## src/rtl/sig_fifo.sv

```systemverilog
// Synchronous FIFO with valid/ready handshakes on both sides, registered-state outputs and one-cycle latency.
// Define SIG_FIFO_DROP_COUNT_EN to add a saturating 8-bit counter of rejected write attempts.
module sig_fifo #(
   parameter int WIDTH = 8,
   parameter int DEPTH = 4
) (
   input  logic                       clock,
   input  logic                       reset,
   input  logic                       in_valid,
   input  logic [WIDTH-1:0]           in_data,
   output logic                       in_ready,
   output logic                       out_valid,
   output logic [WIDTH-1:0]           out_data,
   input  logic                       out_ready,
   output logic [$clog2(DEPTH):0]     count
`ifdef SIG_FIFO_DROP_COUNT_EN
  ,output logic [7:0]                 drop_count
`endif
);

   localparam int AW = $clog2(DEPTH);
   localparam int CW = AW + 1;

   logic [WIDTH-1:0] mem_q [DEPTH];
   logic [AW-1:0]    wr_ptr_q, wr_ptr_d;
   logic [AW-1:0]    rd_ptr_q, rd_ptr_d;
   logic [CW-1:0]    count_q, count_d;
   logic             wr_en, rd_en;

   // Handshake flags come only from count_q, so neither ready nor valid sees the other side's inputs.
   always_comb begin
      in_ready  = (count_q != CW'(DEPTH));
      out_valid = (count_q != '0);
      wr_en     = in_valid && in_ready;
      rd_en     = out_valid && out_ready;
      wr_ptr_d  = wr_ptr_q;
      rd_ptr_d  = rd_ptr_q;
      count_d   = count_q;
      if (wr_en) wr_ptr_d = wr_ptr_q + AW'(1);
      if (rd_en) rd_ptr_d = rd_ptr_q + AW'(1);
      case ({wr_en, rd_en})
         2'b10:   count_d = count_q + CW'(1);
         2'b01:   count_d = count_q - CW'(1);
         default: count_d = count_q;
      endcase
   end

   assign out_data = mem_q[rd_ptr_q];
   assign count    = count_q;

   // NOTE: sequential state uses non-blocking assignments so every flop samples pre-edge values.
   always_ff @(posedge clock) begin
      if (reset) begin
         wr_ptr_q <= '0;
         rd_ptr_q <= '0;
         count_q  <= '0;
      end else begin
         wr_ptr_q <= wr_ptr_d;
         rd_ptr_q <= rd_ptr_d;
         count_q  <= count_d;
      end
   end

   // NOTE: storage is deliberately not reset; valid data is tracked by the pointers and count alone.
   always_ff @(posedge clock) begin
      if (wr_en && !reset) mem_q[wr_ptr_q] <= in_data;
   end

`ifdef SIG_FIFO_DROP_COUNT_EN
   logic [7:0] drop_q, drop_d;

   always_comb begin
      drop_d = drop_q;
      if (in_valid && !in_ready && (drop_q != 8'hFF)) drop_d = drop_q + 8'd1;
   end

   always_ff @(posedge clock) begin
      if (reset) drop_q <= '0;
      else       drop_q <= drop_d;
   end

   assign drop_count = drop_q;
`endif

endmodule

```

## config.mk

```make
export PLATFORM = sky130hd
export DESIGN_NAME = sig_fifo
export DESIGN_NICKNAME = d
export VERILOG_FILES = /design/src/rtl/sig_fifo.sv
export SDC_FILE = /design/constraint.sdc
export NUM_CORES = 1
export LEC_CHECK = 0
export ABC_AREA = 0
export BUFFER_PORTS_ARGS = -buffer_cell sky130_fd_sc_hd__buf_2
export CAP_MARGIN = 20
export CORE_UTILIZATION = 43
export CTS_BUF_LIST = sky130_fd_sc_hd__clkbuf_4 sky130_fd_sc_hd__clkbuf_8
export DETAILED_ROUTE_END_ITERATION = 8
export PLACE_DENSITY = 0.67
export RECOVER_POWER = 25
export SYNTH_ARGS = -nofsm -noshare
export SYNTH_HDL_FRONTEND = slang
export SYNTH_SLANG_ARGS = --single-unit
export TNS_END_PERCENT = 20
```

## constraint.sdc

```tcl
create_clock -name clock -period 5.6 [get_ports clock]
set_clock_uncertainty 0.05 [all_clocks]
set_input_delay 0.56 -clock clock [delete_from_list [all_inputs] [get_ports clock]]
set_output_delay 0.56 -clock clock [all_outputs]
set_load 0.01 [all_outputs]
```

# == Word level (Yosys, flattened, before mapping) ==
# Memory sizes are Yosys's and may differ from the RTL's. A register that Yosys moved wholly into a read port is not among the register bits.
# Cells that the tools add are included.
# totals
in_bits,12
mem_bits_rw,32
elab_cells,22
n_memories,1
ff_bits,7
# op_classes
reduce_logical,6
add_sub_neg,4
mux,5
eq_ne,3
# mem_list
memory,depth,width,read_ports,rd_ports_with_merged_regs,wr,line,rtl
mem_q,4,8,1,1,1,24,logic [WIDTH-1:0] mem_q [DEPTH];
# ops
op,count
3-bit case mux with 2 select lines,1
"2-bit by 1-bit adder with 2-bit output, second input constant",2
2-bit 2-to-1 mux,2
"3-bit by 1-bit adder with 3-bit output, second input constant",1
1-bit logical AND,3
"3-bit != test, second input constant",1
3-bit nonzero test,1
"3-bit by 1-bit subtractor with 3-bit output, second input constant",1
"2-bit by 1-bit == test with 1-bit output, second input constant",1
"2-bit == test, second input constant",1
1-bit 2-to-1 mux,2
2-bit nonzero test,1
1-bit logical NOT,1

# == Longest topological paths before layout ==
# logic_depth
ltp_word,5
ltp_mapped,9

# == Worst setup path before layout ==
# OpenSTA, ideal clock, no wires.
# synth_timing
kind,reg2reg
from,register count_q[2] (netlist: count[2])
to,register count_q[2] (netlist: count[2])
arrival_time_ns,2.412
stages_incl_launch_ff,10
setup_time_ns,0.071
setup_slack_ns,3.067
n_path_buf,0
cell_sequence,dfxtp_1 -> or3b_1 -> and2_4 -> inv_1 -> ha_1 -> inv_1 -> fa_1 -> xor2_1 -> or3_2 -> a21oi_1
# synth_between
elab_chain_len,4
# synth_lines
item,line,rtl
from (decl),27,"logic [CW-1:0] count_q, count_d;"
from (signal assigned),60,count_q <= count_d;
3-bit != test (*),32,in_ready = (count_q != CW'(DEPTH));
net in_ready,11,"output logic in_ready,"
1-bit logical AND (*),34,wr_en = in_valid && in_ready;
2-bit by 1-bit == test with 1-bit output / 2-bit == test (equally long branches),41,"case ({wr_en, rd_en})"
3-bit case mux with 2 select lines / 2-bit nonzero test (equally long branches),-,
# The timed path passes the listed nets; every way through them passes the cells marked *.
# A chain may end at the register's enable or synchronous reset.

# == Worst setup path after layout ==
# layout_timing
from,register count_q[2] (netlist: count[2])
to,register count_q[2] (netlist: count[2])
# layout_between
elab_chain_len,4
# layout_lines
item,line
3-bit != test / 3-bit nonzero test (equally long branches),"32, 33"
"1-bit logical AND, on equally long branches","34, 35"
2-bit by 1-bit == test with 1-bit output / 2-bit == test (equally long branches),41
3-bit case mux with 2 select lines / 2-bit nonzero test (equally long branches),-
# Parallel ways exist; a longest one is shown, timed or not.

==> impl_metrics.yaml <==
clock_tree:
  clock_latency_ns: 0.28
  path_clk_slew_ns: 0.07
  cts_tree: "yes"
  cts-root-buf: "sky130_fd_sc_hd__clkbuf_8"
  cts_htree_levels: 2
  cts_repair_resize_count: 0
  numCtsBuffers: 5
  cts_setup_buffers: 0
  clock_tree.buffer_depth: 2
  cts_hold_buffers: 0
  numClockSinks: 41
setup_path:
  total_buffers_and_inverters_traversed_by_the_critical_path: 2
  setup.worst_path.end_class: "register"
  maximum_cell_stage_delay_along_the_critical_path_ns: 0.42
  crit_path_top_delay_cell: "sky130_fd_sc_hd__dfxtp_1"
  critical_path_class: "reg -> reg"
  cells_along_the_critical_path: "or3b_1 > and2_4 > inv_1 > ha_1 > inv_1 > fa_1 > xor2_1 > or3_2 > a21oi_1"
  worst_ep_arrival_time_ns: 2.77
  worst_ep_required_time_ns: 5.77
  critical-path-top-delay-family: "simple AND/OR/NAND/NOR gates"
  path_common_cell: "sky130_fd_sc_hd__inv_1"
  start_kind: "register"
  crit_fanout: 7
die:
  die_area_um2: 4060
  fp.dieH_um: 63.72
  dieWidth_um: 63.72
  ioPinCount: 25
  floorplan.core_area_um2: 3661
  initial_core_util: 0.4474
  core.rowCount: 22
yosys:
  syn_inst: 93
  post-synth-top-count-cell: "sky130_fd_sc_hd__edfxtp_1"
  ys.warnings.count: 0
  ys_async_sr_fraction: 0
  ys_top_cells_by_area: "sky130_fd_sc_hd__edfxtp_1, sky130_fd_sc_hd__dfxtp_1, sky130_fd_sc_hd__mux4_2"
  predominant_post_synthesis_flop_cell: "sky130_fd_sc_hd__edfxtp_1"
  syn_area_per_cell_um2: 17.61
  synth_top_area_share: 0.5867
  synth-edff-count: 32
  synth_top_area_cell: "sky130_fd_sc_hd__edfxtp_1"
  net_count_synth: 111
  synth_cell_types: 23
  most_common_library_cells_after_synthesis: "sky130_fd_sc_hd__edfxtp_1, sky130_fd_sc_hd__dfxtp_1, sky130_fd_sc_hd__mux4_2, sky130_fd_sc_hd__nor2_1, sky130_fd_sc_hd__inv_1"
  cell_area_after_synthesis_um2: 1638
  ys_ff_latch: 41
  synth.yosys.seq_area_share: 0.6967
worst_hold_path:
  holdCritPathClass: "in -> reg"
drt:
  firstDrtPassIters: 4
  routed-via-count: 864
  vias_per_cell: 4.966
  wl_per_cell_um: 14.66
  post-route-drc-count: 0
  route.antenna.remaining_nets: 0
  route.final.wire_length_mm: 2.550
  dr.first_iter.drc_count: 27
timing:
  period_minus_slack_ns: 2.597
  timing_max_transition_violations_final: 0
  final-setup-viol-count: 0
  rsz0062_at_grt: "false"
  max_slew.worst_pin.slew_ns: 0.5592
  worst_max_slew_margin_expressed_relative_to_the_limit: 0.6264
  timing.fmax_mhz: 385.0
  fin_crit_sh: 0.4638
  holdWs_ns: 0.4375
  setup_total_negative_slack_ns: 0
  finalHoldViolations: 0
global_routing:
  grt_util_met1: 0.1695
  gr-usage-met2: 0.2447
  number_of_global_route_vias_before_repair: 889
  grt_first_pass_wirelength_mm: 4.278
  global_route.peak_usage_layer: "met2"
  gr-usage-met3: 0.05616
  grt_antenna_before_repair: 0
  maximum_number_of_pins_on_one_net_before_global_route_repair: 15
  grtUsageTotal: 0.1473
  grt.overflow.total: 0
place:
  port_bufs: 24
  routabilityCongestion: 0.7061
  dp_hpwl_mm: 1.830
pwr:
  worst_ir_drop_on_vdd_mv: 0.1940
  p_leak_nw: 0.6831
  powerDensity_nw_per_um2: 416.5
outcome:
  status: "complete, no violations"
final_layout:
  insertedDiodeCount: 0
  area_growth_syn_to_layout_pct: 17.04
  nets_finish: 143
  post_route_cells_drive_above_1_share: 0.3413
job:
  max_cap_viol_count: 0
==> metrics by stage <==
step | util | cell area, um2 | instances | power (mW) | setup WS, ns
final | 0.5236 | 1917 | 174 | 0.7983 | 3.003
after global routing | 0.5236 | 1917 | 174 | 0.8441 | 2.840
after CTS | 0.5256 | 1924 | 174 | 0.8093 | 2.999
after detailed placement | 0.5014 | 1836 | 166 | 0.6214 | 3.020
after global placement | 0.5014 | 1836 | 166 | 0.6144 | 3.126
after floorplan | - | 1638 | 93 | 0.5485 | 3.067
==> where the power goes <==
part / internal [mW] / switching [mW]
sequential: 0.361 / 0.0407
combinational: 0.113 / 0.0958
clock: 0.0970 / 0.0907
total: 0.571 / 0.227
==> cells by family (layout without fill, tap and decap cells) <==
logic type               count (synthesis)  count (layout)  synth area share
buffers and inverters                    9              42           0.02138
adder cells (fa/ha/maj)                  6               6           0.05042
multiplexers                            10              10            0.1253
AO/OA/AOI/OAI                            5               5           0.02062
XOR/XNOR                                 4               4           0.02139
AND/OR/NAND/NOR                         18              18           0.06417
flip-flops                              41              41            0.6967
==> state kept, by name, summed over array words and instances, names as in the netlist, named ones only <==
register  flops
rd_ptr_q      2
mem_q        32
wr_ptr_q      2
count         3
==> path summary, 6_finish.rpt <==
| path | start | to | slack (ns) | cells after the start |
|---|---|---|---|---|
| worst max-delay path | count[2] | count[2] | 3.00 | 9 |
| worst min-delay path | in_data[6] | mem_q[3][6] | 0.44 | 1 |
| worst max register to register | count[2] | count[2] | 3.00 | 9 |
| worst min register to register | wr_ptr_q[1] | wr_ptr_q[1] | 0.47 | 2 |
==> layer usage <==
layer / wire length, um / up-vias / share of wire
met4: 42 / 0 / 0.016
met5: 0 / - / 0
met3: 129 / 5 / 0.051
met1: 1065 / 419 / 0.42
met2: 1313 / 29 / 0.51
li1: - / 411 / -
==> layout make-up <==
cell class / instances / area, um2
Fill cell: 309 / 1744
Sequential cell: 41 / 1141
Multi-Input combinational cell: 43 / 461.7
Timing Repair Buffer: 28 / 142.6
Clock buffer: 7 / 83.83
Tap cell: 48 / 60.06
Inverter: 6 / 22.52
Clock inverter: 1 / 5.005
==> placed cells by master, fill, tap and decap left out, types with 2 or more instances in the layout <==
master,instances
sky130_fd_sc_hd__dfxtp_1,9
sky130_fd_sc_hd__mux4_2,8
sky130_fd_sc_hd__nor2_1,8
sky130_fd_sc_hd__edfxtp_1,32
sky130_fd_sc_hd__nand2b_1,2
sky130_fd_sc_hd__clkbuf_4,2
sky130_fd_sc_hd__inv_1,6
sky130_fd_sc_hd__buf_4,4
sky130_fd_sc_hd__clkbuf_8,5
sky130_fd_sc_hd__ha_1,5
sky130_fd_sc_hd__a21oi_1,2
sky130_fd_sc_hd__or3_2,2
sky130_fd_sc_hd__clkbuf_1,6
sky130_fd_sc_hd__xor2_1,3
sky130_fd_sc_hd__buf_2,18
sky130_fd_sc_hd__nor3b_1,4
==> worst register-to-register path: cells and delay by family (launching register included) <==
kind,cells,cell delay [ns]
xor gates and xnor gates,1,0.17
AOI/OAI and AO/OA,1,0.14
adders and majority gates,2,0.57
and+or+nand+nor,3,1.00
DFF,1,0.42
buffers and inverters,2,0.18
Note: power is estimated with default switching activity, not from simulation.
